==> src/rtl/fetch_queue_if.sv <==
// Handshake bundle between the fetch stage, the fetch queue and the decode stage.
// master = fetch/decode side that drives pushes and pop acceptance; slave = the queue.
interface fetch_queue_if #(
    parameter int unsigned PC_W    = 32,
    parameter int unsigned INSTR_W = 32
);
    logic               push_valid;
    logic [PC_W-1:0]    push_pc;
    logic [INSTR_W-1:0] push_instr;
    logic               push_ready;
    logic               pop_ready;
    logic               pop_valid;
    logic [PC_W-1:0]    pop_pc;
    logic [INSTR_W-1:0] pop_instr;

    modport master (
        output push_valid, push_pc, push_instr, pop_ready,
        input  push_ready, pop_valid, pop_pc, pop_instr
    );

    modport slave (
        input  push_valid, push_pc, push_instr, pop_ready,
        output push_ready, pop_valid, pop_pc, pop_instr
    );
endinterface

==> src/rtl/fetch_queue.sv <==
// Instruction fetch queue between IF and ID: circular buffer with first-word-fall-through,
// single-cycle flush on branch taken, and a saturating count of flushed entries.
module fetch_queue #(
    parameter int unsigned PC_W     = 32,
    parameter int unsigned INSTR_W  = 32,
    parameter int unsigned DEPTH    = 4,
    parameter int unsigned AF_LEVEL = DEPTH - 1,
    parameter int unsigned CNT_W    = $clog2(DEPTH + 1)
) (
    input  logic              clk,
    input  logic              rst,
    input  logic              flush,
    fetch_queue_if.slave      bus,
    output logic [CNT_W-1:0]  count,
    output logic              almost_full,
    output logic [7:0]        flush_drops
);
    localparam int unsigned PTR_W = $clog2(DEPTH);
    localparam int unsigned SUM_W = CNT_W + 9;

    typedef struct packed {
        logic [PC_W-1:0]    pc;
        logic [INSTR_W-1:0] instr;
    } entry_t;

    entry_t            mem [DEPTH];
    entry_t            head;
    entry_t            wr_entry;
    logic [PTR_W-1:0]  wr_ptr;
    logic [PTR_W-1:0]  rd_ptr;
    logic [CNT_W-1:0]  count_nxt;
    logic [SUM_W-1:0]  drops_sum;
    logic              full;
    logic              empty;
    logic              push_fire;
    logic              pop_fire;

    // Handshake status depends on registered state only (plus reset gating on push_ready).
    assign full           = (count == CNT_W'(DEPTH));
    assign empty          = (count == '0);
    assign bus.push_ready = ~full & ~rst;
    assign bus.pop_valid  = ~empty;
    assign push_fire      = bus.push_valid & bus.push_ready;
    assign pop_fire       = bus.pop_valid & bus.pop_ready;

    // Head entry falls through; an empty queue presents a zero bubble.
    assign head          = mem[rd_ptr];
    assign bus.pop_pc    = empty ? '0 : head.pc;
    assign bus.pop_instr = empty ? '0 : head.instr;

    assign wr_entry.pc    = bus.push_pc;
    assign wr_entry.instr = bus.push_instr;

    always_comb begin
        count_nxt = count;
        if (push_fire && !pop_fire) begin
            count_nxt = count + CNT_W'(1);
        end else if (pop_fire && !push_fire) begin
            count_nxt = count - CNT_W'(1);
        end
    end

    assign drops_sum = SUM_W'(flush_drops) + SUM_W'(count);

    // Control state: reset beats flush, flush beats any handshake in the same cycle.
    always_ff @(posedge clk) begin
        if (rst) begin
            wr_ptr      <= '0;
            rd_ptr      <= '0;
            count       <= '0;
            almost_full <= 1'b0;
            flush_drops <= '0;
        end else if (flush) begin
            wr_ptr      <= '0;
            rd_ptr      <= '0;
            count       <= '0;
            almost_full <= 1'b0;
            flush_drops <= (drops_sum > SUM_W'(255)) ? 8'hFF : drops_sum[7:0];
        end else begin
            if (push_fire) begin
                wr_ptr <= wr_ptr + PTR_W'(1);
            end
            if (pop_fire) begin
                rd_ptr <= rd_ptr + PTR_W'(1);
            end
            count       <= count_nxt;
            almost_full <= (count_nxt >= CNT_W'(AF_LEVEL));
        end
    end

    // Storage needs no reset; stale contents are hidden by the empty mask.
    always_ff @(posedge clk) begin
        if (!rst && !flush && push_fire) begin
            mem[wr_ptr] <= wr_entry;
        end
    end
endmodule

==> src/flat_wrapper.sv <==
// flat-port wrapper written by rule: the top's interface ports become plain ports
module fetch_queue_flat 
#(
    parameter int unsigned PC_W     = 32,
    parameter int unsigned INSTR_W  = 32,
    parameter int unsigned DEPTH    = 4,
    parameter int unsigned AF_LEVEL = DEPTH - 1,
    parameter int unsigned CNT_W    = $clog2(DEPTH + 1)
)
  (clk, rst, flush, count, almost_full, flush_drops, bus_push_valid, bus_push_pc, bus_push_instr, bus_pop_ready, bus_push_ready, bus_pop_valid, bus_pop_pc, bus_pop_instr);
  fetch_queue_if #(.PC_W(PC_W), .INSTR_W(INSTR_W)) bus_i ();
  input  logic clk;
  input  logic rst;
  input  logic flush;
  output logic [CNT_W-1:0] count;
  output logic almost_full;
  output logic [7:0] flush_drops;
  input wire logic [$bits(bus_i.push_valid)-1:0] bus_push_valid;
  input wire logic [$bits(bus_i.push_pc)-1:0] bus_push_pc;
  input wire logic [$bits(bus_i.push_instr)-1:0] bus_push_instr;
  input wire logic [$bits(bus_i.pop_ready)-1:0] bus_pop_ready;
  output wire logic [$bits(bus_i.push_ready)-1:0] bus_push_ready;
  output wire logic [$bits(bus_i.pop_valid)-1:0] bus_pop_valid;
  output wire logic [$bits(bus_i.pop_pc)-1:0] bus_pop_pc;
  output wire logic [$bits(bus_i.pop_instr)-1:0] bus_pop_instr;
  assign bus_i.push_valid = bus_push_valid;
  assign bus_i.push_pc = bus_push_pc;
  assign bus_i.push_instr = bus_push_instr;
  assign bus_i.pop_ready = bus_pop_ready;
  assign bus_push_ready = bus_i.push_ready;
  assign bus_pop_valid = bus_i.pop_valid;
  assign bus_pop_pc = bus_i.pop_pc;
  assign bus_pop_instr = bus_i.pop_instr;
  fetch_queue #(.PC_W(PC_W), .INSTR_W(INSTR_W), .DEPTH(DEPTH), .AF_LEVEL(AF_LEVEL), .CNT_W(CNT_W)) u_core (.clk(clk), .rst(rst), .flush(flush), .bus(bus_i), .count(count), .almost_full(almost_full), .flush_drops(flush_drops));
endmodule
==> config.mk <==
export PLATFORM = sky130hd
export DESIGN_NAME = fetch_queue_flat
export DESIGN_NICKNAME = d
export VERILOG_FILES = /design/src/rtl/fetch_queue_if.sv /design/src/rtl/fetch_queue.sv /design/src/flat_wrapper.sv
export SDC_FILE = /design/constraint.sdc
export NUM_CORES = 1
export LEC_CHECK = 0
export CAP_MARGIN = 10
export CORE_MARGIN = 1.5
export CORE_UTILIZATION = 40
export CTS_CLUSTER_SIZE = 16
export DETAILED_ROUTE_END_ITERATION = 6
export PLACE_DENSITY = 0.74
export SLEW_MARGIN = 20
export SYNTH_ARGS = -nofsm -noshare
export SYNTH_HDL_FRONTEND = slang
export SYNTH_SLANG_ARGS = --single-unit
export TNS_END_PERCENT = 20
==> constraint.sdc <==
create_clock -name clk -period 3.3 [get_ports clk]
set_clock_uncertainty 0.15 [all_clocks]
set_input_delay 0.66 -clock clk [delete_from_list [all_inputs] [get_ports clk]]
set_output_delay 0.66 -clock clk [all_outputs]
set_load 0.02 [all_outputs]
After elaboration in Yosys (flattened, before gate mapping)

Memories as Yosys holds them, arrays and structs flattened. A register that Yosys moved wholly into a read port is not among the register bits.
Index checks and enable logic that the tools add are counted.
W data, S select, Z words.

Magnitude comparators: 2
Equality and inequality tests: 1
Reduce and logical (&&, ||, !) cells: 10
$add $sub $neg: 5
Bitwise gates (word level): 6
Mux-type cells: 9

Operators by type and width:

| kind                  | count |
|---|---|
| $mux W32              | 2 |
| $gt A12 B8 Y1 const B | 1 |
| $add A8 B3 Y9         | 1 |
| $mux W8               | 1 |
| $mux W3               | 2 |
| $add A2 B1 Y2 const B | 2 |
| $logic_and A1 B1 Y1   | 4 |
| $logic_not A1 Y1      | 4 |
| $mux W2               | 2 |
| $add A3 B1 Y3 const B | 1 |
| $and A1 B1 Y1         | 3 |
| $eq A3 B3 Y1 const B  | 1 |
| $ge A3 B2 Y1 const B  | 1 |
| $logic_not A3 Y1      | 1 |
| $not A1 Y1            | 3 |
| $sub A3 B1 Y3 const B | 1 |
| $mux W1               | 2 |
| $reduce_or A2 Y1      | 1 |

Register bits after elaboration: 16
Memories kept: 1
Output and inout bits: 78
Memory bits (writable): 256
Input port bits: 69

Memory list:

| name       | depth | bits a word | rd ports | clocked after Yosys merged registers in | wr ports | RTL line          | source |
|---|---|---|---|---|---|---|---|
| u_core.mem | 4     | 64          | 1        | 1                                       | 1        | fetch_queue.sv:26 | `entry_t mem [DEPTH];` |

Depth between registers and ports, before layout

Gate-level depths: netlist of the first run.

Depth after elaboration: 9
Mapped depth: 8
Depth with buffers taken out: 8

Least setup slack after synthesis of the first run

OpenSTA, ideal clock, no wires.

Path type: register to register
Start: reg u_core.count[1]
End: mem u_core.mem[0][0] in the netlist's numbering, enable pin
Stages on the path, launching flop included: 7
Arrival: 3.164 ns
Setup slack: -0.443 ns
Cell sequence: dfxtp_1 -> inv_1 -> ha_1 -> a21oi_2 -> and2_2 -> buf_4 -> and3_1

Longest elaborated chain between the ends: 7

Ends and longest elaborated chain:

| item                          | RTL line           | source |
|---|---|---|
| start, declared               | fetch_queue.sv:14  | `output logic [CNT_W-1:0] count,` |
| start signal, assigned        | fetch_queue.sv:86  | `count <= count_nxt;` |
| $eq A3 B3 Y1                  | fetch_queue.sv:39  | `assign full = (count == CNT_W'(DEPTH));` |
| $not A1 Y1                    | fetch_queue.sv:41  | `assign bus.push_ready = ~full & ~rst;` |
| $and A1 B1 Y1                 | fetch_queue.sv:41  |  |
| net bus_push_ready            | flat_wrapper.sv:22 | `output wire logic [$bits(bus_i.push_ready)-1:0] bus_push_ready;` |
| $and A1 B1 Y1                 | fetch_queue.sv:43  | `assign push_fire = bus.push_valid & bus.push_ready;` |
| $logic_and A1 B1 Y1           | fetch_queue.sv:93  | `if (!rst && !flush && push_fire) begin` |
| $mux W1                       | fetch_queue.sv:93  |  |
| $mux W1 (not written as such) | fetch_queue.sv:94  | `mem[wr_ptr] <= wr_entry;` |
| end, declared                 | fetch_queue.sv:26  |  |

The timed path passes the listed nets, and every way through them passes these cells.

Worst setup path in the final report of the first run

Start: reg u_core.count[0]
End: out bus_pop_valid

Longest elaborated chain between the ends: 2

Ends and longest elaborated chain:

| item             | RTL line           | source |
|---|---|---|
| $logic_not A3 Y1 | fetch_queue.sv:40  | `assign empty = (count == '0);` |
| $not A1 Y1       | fetch_queue.sv:42  | `assign bus.pop_valid = ~empty;` |
| end, declared    | flat_wrapper.sv:23 | `output wire logic [$bits(bus_i.pop_valid)-1:0] bus_pop_valid;` |

Every way passes these cells.

==> results by group, run 1 <==
Synthesis
  • Multiplexer fraction of the synthesized cell area: 13.6%
  • EDFF count, synth: 256
  • Number of storage elements in the synthesis netlist: 274
  • Netlist Area Pre-Place: 10700 um2
  • Number of distinct library cells after synthesis: 40
  • Fraction of synthesized cell area in xor and xnor cells: 0.736%
  • Most used flip-flop cell after synthesis: edfxtp_1
  • Yosys warns: 0
  • Main combinational cell family by area after synthesis: multiplexers
  • Biggest area contributors in the synthesized netlist: edfxtp_1 (72%), mux4_2 (13%), and2_1 (3.7%)
  • Average instance area after synthesis: 20.4 um2
  • Synth Area in Adders: 1.36%
  • Compound-gate portion of the synthesized area: 1.41%
  • Mapped Nets: 604
  • Proportion of netlist area held by the largest area contributor: 71.8%
  • Share of the yosys chip area belonging to registers: 75.1%
  • Share of synthesized registers carrying an async set or reset: 0%
  • Synthesized netlist cell count: 524
  • Post-synthesis share of cell area spent on and, or, nand and nor gates: 5.90%
  • Dominant cell type by area after synthesis: edfxtp_1

Power and ir drop
  • Leak: 0.00497 uW
  • Max VDD drop: 0.000292 V
  • Pwr/cell area: 543 nW/um2

Clock tree
  • Clock latency on the worst-skew pair: 0.52 ns
  • TritonCTS clock tree: built
  • Hold buffer count at CTS: 0
  • Clock-pin slew of the registers on the worst-case setup and hold paths: 0.06 ns
  • Number of buffers added by the clock tree synthesis step: 28
  • Count of H-tree levels built during CTS: 1
  • Clock tree root driver cell: clkbuf_16
  • CTS Buffer Depth: 3
  • CTS sink cnt: 274

Final layout
  • Total non-filler cell area in the finished layout: 13800 um2
  • Share of layout cells above drive strength 1: 20.1%
  • Fillers: 2087
  • Multi-input gate area in the final layout: 2480 um2
  • Net count, final: 778
  • Register area: 8060 um2
  • Synth-to-Final Area Change: 28.6%

Hold path
  • Hold crit path type: register to register

Die
  • Area of the core: 26100 um2
  • Overall die width: 167 um
  • Placement row count: 59
  • Overall die height: 167 um
  • Starting utilization of the core area: 41.0%
  • I/O pin cnt: 147
  • DIE AREA: 27800 um2

STA
  • Final clock period utilization by the worst path: 95.5%
  • Slew of the pin with the lowest slew margin: 0.456 ns
  • Hold Violations, Final: 0
  • Peak Freq: 317 MHz
  • Unrepaired setup endpoints after global routing: no
  • Worst-case headroom to the max-slew limit: 69.6%
  • Pins Over Slew Limit: 0
  • Setup violators final: 0
  • Hold WS: 0.381 ns
  • Fin crit period: 3.15 ns

Routing
  • Vias after detailed routing: 5452
  • DR DRC count: 0
  • Routed length per placed instance: 20.1 um
  • Wire length after detailed routing: 21100 um
  • First-pass DRT Iterations: 6
  • Post-route antenna net violation count: 0
  • Detailed Route Iter0 Violations: 257
  • Routed via count divided by cell count: 5.18

Worst setup path
  • Slack of the worst reg-to-reg path: 0.92 ns
  • Category of the most critical setup path: register to primary output
  • Worst setup SP type: register
  • Critical path endpoint category: primary output
  • Arrival time at the worst endpoint: 2.34 ns
  • Maximum fanout encountered on the critical timing path: 32
  • Required arrival time at the worst endpoint: 2.49 ns

Place
  • RD Place Congestion: 0.806
  • DP Area: 12700 um2
  • Number of buffers added on ports: 146
  • Detailed Place HPWL: 13200 um

Global route
  • GR Util All Layers: 15.3%
  • Vias in the first global route: 5990
  • Global-route wire length before repair: 32900 um
  • Antenna violations before repair: 1
  • Maximum number of pins on one net before global-route repair: 37
  • Congestion Overflow GR: 0

Outcome
  • Run status: finished clean

Flow run
  • Max cap viols: 0
-- registers in the layout, indices dropped and copies added, names as in the netlist, named ones only --
name and flops:
u_core.mem 256, u_core.flush_drops 8, u_core.count 3, u_core.rd_ptr 2
u_core.wr_ptr 2, u_core.almost_full 1
-- routing by layer --
layer / track usage (%) / part of all wire [%] / vias to the layer above / routed length, um
li1: - / - / 2437 / -
met1: 19.5 / 42 / 2833 / 8970
met2: 26.7 / 51 / 155 / 10700
met3: 3.18 / 5.1 / 27 / 1080
met4: 3.68 / 1.6 / 0 / 347
met5: 0 / 0 / - / 0
-- worst paths after layout --
check / from / end / cells after the start
hold / removal: u_core.rd_ptr[1] / u_core.rd_ptr[1] / 2
setup / recovery: u_core.count[0] / bus_pop_valid / 5
setup reg to reg: u_core.count[0] / u_core.mem[0][59] / 6
hold reg to reg: u_core.rd_ptr[1] / u_core.rd_ptr[1] / 2
-- where the power goes --
part	leakage, uW	switching [uW]	total [uW]	internal, uW
clock network	0.000453	1220	3110	1900
registers	0.00245	12.0	3830	3820
logic	0.00206	273	536	263
-- worst max-delay path: stages, from the launching register on --
cell	delay [ns]
dfxtp_2	0.41
inv_1	0.13
ha_1	0.30
nand2b_4	0.13
buf_8	0.21
clkdlybuf4s50_1	0.64
-- cells in the mapped netlist, types with 2 or more instances --
cell / number
a21o_1: 2
a21oi_1: 10
a311oi_1: 2
a31oi_1: 2
and2_1: 64
and3_1: 5
buf_2: 8
buf_6: 8
clkbuf_1: 8
dfxtp_1: 18
edfxtp_1: 256
ha_1: 10
inv_1: 7
mux4_2: 64
nand2_1: 7
nand2b_1: 2
nand3_1: 4
nor2_1: 16
o21ai_1: 3
xnor2_1: 7
xor2_1: 2
-- cells in the final DEF, fill, tap and decap left out, types with 7 or more instances in the layout --
cell type / count
and2_1: 64
edfxtp_1: 256
xnor2_1: 7
buf_12: 12
dlymetal6s2s_1: 24
dlygate4sd2_1: 40
nand2_1: 7
dfxtp_1: 15
ha_1: 10
clkbuf_16: 29
clkdlybuf4s50_1: 82
nor2_1: 16
buf_4: 8
mux4_2: 64
a21oi_1: 10
inv_1: 7
-- logic make-up after synthesis --
| family | Yosys count |
|---|---|
| AOI/OAI and AO/OA | 24 |
| xor gates and xnor gates | 9 |
| adders and majority gates | 11 |
| buffers and inverters | 33 |
| DFF | 274 |
| muxes | 65 |
| and+or+nand+nor | 108 |
-- per-stage QoR --
step | cells | power [uW] | setup slack [ns] | util, % | setup TNS, ns
finish | 1053 | 7480 | 0.150 | 52.7 | 0
global route | 1052 | 7740 | 0.0257 | 52.7 | 0
CTS | 1052 | 7590 | -0.0233 | 52.4 | -0.0272
detailed placement | 999 | 4460 | 0.311 | 48.7 | 0
global placement | 999 | 4440 | 0.395 | 48.7 | 0
floorplan | 524 | 4170 | -0.443 | - | -85.12
-- area by class of cell --
| cell class | count | share of cell area, % |
|---|---|---|
| sequential | 274 | 58.5 |
| multi-input combinational | 217 | 18.0 |
| timing repair buffer | 170 | 13.5 |
| clock buffer | 30 | 5.30 |
| tap | 335 | 3.04 |
| clock inverter | 19 | 1.43 |
| inverter | 7 | 0.191 |
| antenna | 1 | 0.0182 |
-- what timing repair did --
action | 4_1_cts | 5_1_grt
setup buffers | 3 | 0
gates cloned | 1 | 0
resized for setup | 47 | 25
endpoints found under the setup margin | 65 | 24
(Power assumes the default switching activity.)
==> run 2, diff against run 1 <==
--- a/config.mk
+++ b/config.mk
@@ -5,6 +5,7 @@
 export SDC_FILE = /design/constraint.sdc
 export NUM_CORES = 1
 export LEC_CHECK = 0
+export ABC_AREA = 1
 export CAP_MARGIN = 10
 export CORE_MARGIN = 1.5
 export CORE_UTILIZATION = 40
==> run 2 against run 1 <==
Compared with the run above:
- area after synthesis grew 1.9%
- worst setup slack is essentially flat
- via count grew 30%
- hold slack lost 0.046 ns
- synthesized cell count grew 72%
- critical endpoint is now bus_pop_instr[26]
==> results by group, run 2 <==
Worst setup path
  • Critical path endpoint category: primary output (unchanged)
  • Required arrival time at the worst endpoint: 2.49 ns (about the same)
  • Arrival time at the worst endpoint: 2.34 ns (about the same)
  • Longest individual stage delay on the worst path: 0.38 ns (was 0.64 ns)
  • Slack of the worst reg-to-reg path: 0.90 ns (was 0.92 ns)
  • Cells traversed along the worst timing path: inv_1, ha_1, nand2_1, inv_2, buf_6, a21oi_1, dlygate4sd2_1 (was inv_1, ha_1, nand2b_4, buf_8, clkdlybuf4s50_1)
  • Worst setup SP type: register (unchanged)
  • Maximum fanout encountered on the critical timing path: 30 (was 32)
  • Cell with the largest stage delay on the worst path: dfxtp_1 (was clkdlybuf4s50_1)
  • Category of the most critical setup path: register to primary output (unchanged)

Synthesis
  • Fraction of synthesized cell area in xor and xnor cells: 0.321% (was 0.736%)
  • Biggest area contributors in the synthesized netlist: edfxtp_1 (70%), nor2_1 (9.2%), o21ai_0 (6.0%) (was edfxtp_1 (72%), mux4_2 (13%), and2_1 (3.7%))
  • Number of distinct library cells after synthesis: 31 (was 40)
  • Number of storage elements in the synthesis netlist: 274 (unchanged)
  • Synth Area in Adders: 1.33% (was 1.36%)
  • Average instance area after synthesis: 12.1 um2 (was 20.4 um2)
  • Yosys warns: 0 (unchanged)
  • Netlist Area Pre-Place: 10900 um2 (was 10700 um2)
  • Post-synthesis share of cell area spent on and, or, nand and nor gates: 11.8% (was 5.90%)
  • Compound-gate portion of the synthesized area: 9.93% (was 1.41%)
  • Dominant cell type by area after synthesis: edfxtp_1 (unchanged)
  • Count leader, synth: nor2_1 (was edfxtp_1)
  • Proportion of netlist area held by the largest area contributor: 70.5% (was 71.8%)
  • Mapped Nets: 982 (was 604)
  • Most used flip-flop cell after synthesis: edfxtp_1 (unchanged)
  • Main combinational cell family by area after synthesis: simple AND/OR/NAND/NOR gates (was multiplexers)
  • Share of synthesized registers carrying an async set or reset: 0% (unchanged)
  • Synthesized netlist cell count: 902 (was 524)
  • Share of the yosys chip area belonging to registers: 73.8% (was 75.1%)
  • Commonest cells post-synth: nor2_1 (267), edfxtp_1 (256), o21ai_0 (131) (was edfxtp_1 (256), and2_1 (64), mux4_2 (64))
  • Multiplexer fraction of the synthesized cell area: 0% (was 13.6%)
  • EDFF count, synth: 256 (unchanged)

STA
  • Peak Freq: 317 MHz (about the same)
  • Final clock period utilization by the worst path: 95.5% (about the same)
  • Slew of the pin with the lowest slew margin: 0.600 ns (was 0.456 ns)
  • Setup violators final: 0 (unchanged)
  • Worst-case headroom to the max-slew limit: 59.8% (was 69.6%)
  • Hold WS: 0.335 ns (was 0.381 ns)
  • Hold Violations, Final: 0 (unchanged)
  • Pins Over Slew Limit: 0 (unchanged)
  • Fin crit period: 3.15 ns (about the same)
  • Unrepaired setup endpoints after global routing: yes (was no)

Global route
  • Maximum number of pins on one net before global-route repair: 69 (was 37)
  • Vias in the first global route: 6913 (was 5990)
  • Antenna violations before repair: 1 (unchanged)
  • Congestion Overflow GR: 0 (unchanged)
  • GR Util All Layers: 16.8% (was 15.3%)
  • Global-route wire length before repair: 37400 um (was 32900 um)

Final layout
  • Fillers: 2297 (was 2087)
  • Reg with most FFs: u_core.mem (unchanged)
  • Total inserted antenna cells: 0 (was 1)
  • Commonest non-fill, non-tap cell in the layout: nor2_1 (was edfxtp_1)
  • Leading cell types in the layout, fill and taps excluded: nor2_1 (263), edfxtp_1 (256), o21ai_0 (131), clkdlybuf4s50_1 (82), a21oi_1 (70) (was edfxtp_1 (256), clkdlybuf4s50_1 (82), mux4_2 (64), and2_1 (64), dlygate4sd2_1 (40))
  • Max FFs per register: 256 (unchanged)
  • Net count, final: 1127 (was 778)
  • Synth-to-Final Area Change: 26.0% (was 28.6%)
  • Share of layout cells above drive strength 1: 7.67% (was 20.1%)
  • Largest registers: u_core.mem x256, u_core.flush_drops x8, u_core.count x3 (unchanged)

Routing
  • First-pass DRT Iterations: 5 (was 6)
  • Post-route antenna net violation count: 0 (unchanged)
  • Vias after detailed routing: 7100 (was 5452)
  • DR DRC count: 0 (unchanged)
  • Detailed Route Iter0 Violations: 545 (was 257)
  • Wire length after detailed routing: 23700 um (was 21100 um)
  • Routed length per placed instance: 16.8 um (was 20.1 um)
  • Routed via count divided by cell count: 5.04 (was 5.18)

Clock tree
  • CTS Buffer Depth: 3 (unchanged)
  • Clock latency on the worst-skew pair: 0.53 ns (was 0.52 ns)
  • Clock-pin slew of the registers on the worst-case setup and hold paths: 0.06 ns (about the same)
  • Hold buffer count at CTS: 0 (unchanged)
  • TritonCTS clock tree: built (unchanged)
  • Count of H-tree levels built during CTS: 1 (unchanged)
  • Clock tree root driver cell: clkbuf_16 (unchanged)
  • CTS sink cnt: 274 (unchanged)
  • Number of buffers added by the clock tree synthesis step: 28 (unchanged)

Die
  • Starting utilization of the core area: 40.6% (was 41.0%)
  • Overall die height: 168 um (was 167 um)
  • Overall die width: 168 um (was 167 um)
  • DIE AREA: 28300 um2 (was 27800 um2)
  • Placement row count: 60 (was 59)
  • I/O pin cnt: 147 (unchanged)
  • Area of the core: 26900 um2 (was 26100 um2)

Place
  • Detailed Place HPWL: 13700 um (was 13200 um)
  • Number of buffers added on ports: 146 (unchanged)
  • RD Place Congestion: 0.824 (was 0.806)

Power and ir drop
  • Pwr/cell area: 537 nW/um2 (was 543 nW/um2)
  • Max VDD drop: 0.000437 V (was 0.000292 V)
  • Leak: 0.00501 uW (was 0.00497 uW)
  • Total Power Consumption: 7390 uW (was 7480 uW)

Hold path
  • Hold crit path type: register to register (unchanged)

Flow run
  • Max cap viols: 0 (unchanged)

Outcome
  • Run status: finished clean (unchanged)
run 2: cell types whose count changed after synthesis, sizes merged, moves of 32 or more:
cell,before,now
a21oi,11,73
and2,66,0
o21ai,4,136
nor2,16,269
mux4,64,0
nand2,8,40
run 2: cell families (layout without fill, tap and decap cells):
| family | after synthesis | count (layout) |
|---|---|---|
| fa+ha+maj | 11 | 11 |
| compound gates | 213 | 213 |
| buf+inv | 78 | 245 |
| simple gates | 322 | 322 |
| xor+xnor | 4 | 4 |
| flops | 274 | 274 |
run 2: layout make-up:
class | instances | area, um2 | share of cell area [%]
Inverter | 30 | 114 | 0.828
Sequential cell | 274 | 8050 | 58.6
Multi-Input combinational cell | 550 | 2590 | 18.8
Clock inverter | 21 | 174 | 1.26
Tap cell | 341 | 427 | 3.10
Clock buffer | 31 | 733 | 5.33
Timing Repair Buffer | 163 | 1670 | 12.1
run 2: path summary, 6_finish.rpt:
kind                            cells past startpoint              from                end
worst max-delay path                                7   u_core.count[1]  bus_pop_instr[26]
worst min-delay path                                1  u_core.rd_ptr[0]           register
worst max register to register                      8   u_core.count[1]  u_core.mem[2][33]
worst min register to register                      1  u_core.rd_ptr[0]           register
run 2: repair_timing:
action | CTS | global route
setup buffers | 0 | 0
endpoints found under the setup margin | 64 | 38
gates resized for setup | 65 | 3
run 2: worst max-delay path, delay by kind of cell (launching register included):
kind	cells	cell delay [ns]
adder cells (fa/ha/maj)	1	0.27
flip-flops	1	0.38
buffers and inverters	4	0.75
AO/OA/AOI/OAI	1	0.24
AND/OR/NAND/NOR	1	0.16
run 2: through the flow:
step | area (um2) | setup TNS [ns] | utilization (%) | setup slack (ns) | instances
after floorplan | 10900 | -61.64 | - | -0.241 | 902
after global placement | 12900 | 0 | 48.0 | 0.327 | 1358
after detailed placement | 12900 | 0 | 48.0 | 0.300 | 1358
after CTS | 13700 | 0 | 51.1 | 0.0292 | 1410
after global routing | 13800 | -0.00839 | 51.2 | -0.00839 | 1410
final | 13800 | 0 | 51.2 | 0.150 | 1410
run 2: report_power, final:
part | total (uW) | leakage [uW] | internal, uW | switching [uW]
Clock | 3070 | 0.000442 | 1820 | 1250
Sequential | 3850 | 0.00246 | 3840 | 13.7
Combinational | 462 | 0.00211 | 185 | 276
Total | 7390 | 0.00501 | 5840 | 1540
run 2: per-layer routing:
metal  track usage (%)  vias to the layer above  routed length (um)  part of all wire, %
met5                 0                        -                  11                0.046
met4              3.38                        2                 342                  1.4
met1              22.2                     3404               10300                   43
met2              29.1                      209               11600                   49
li1                  -                     3457                   -                    -
met3              3.29                       28                1440                  6.1
==> run 3, diff against run 2 <==
--- a/config.mk
+++ b/config.mk
@@ -6,6 +6,7 @@
 export NUM_CORES = 1
 export LEC_CHECK = 0
 export ABC_AREA = 1
+export ABC_CLOCK_PERIOD_IN_PS = 3300
 export CAP_MARGIN = 10
 export CORE_MARGIN = 1.5
 export CORE_UTILIZATION = 40
==> results of run 3 <==
No change in the layout: final DEF, timing and power equal those of run 2.
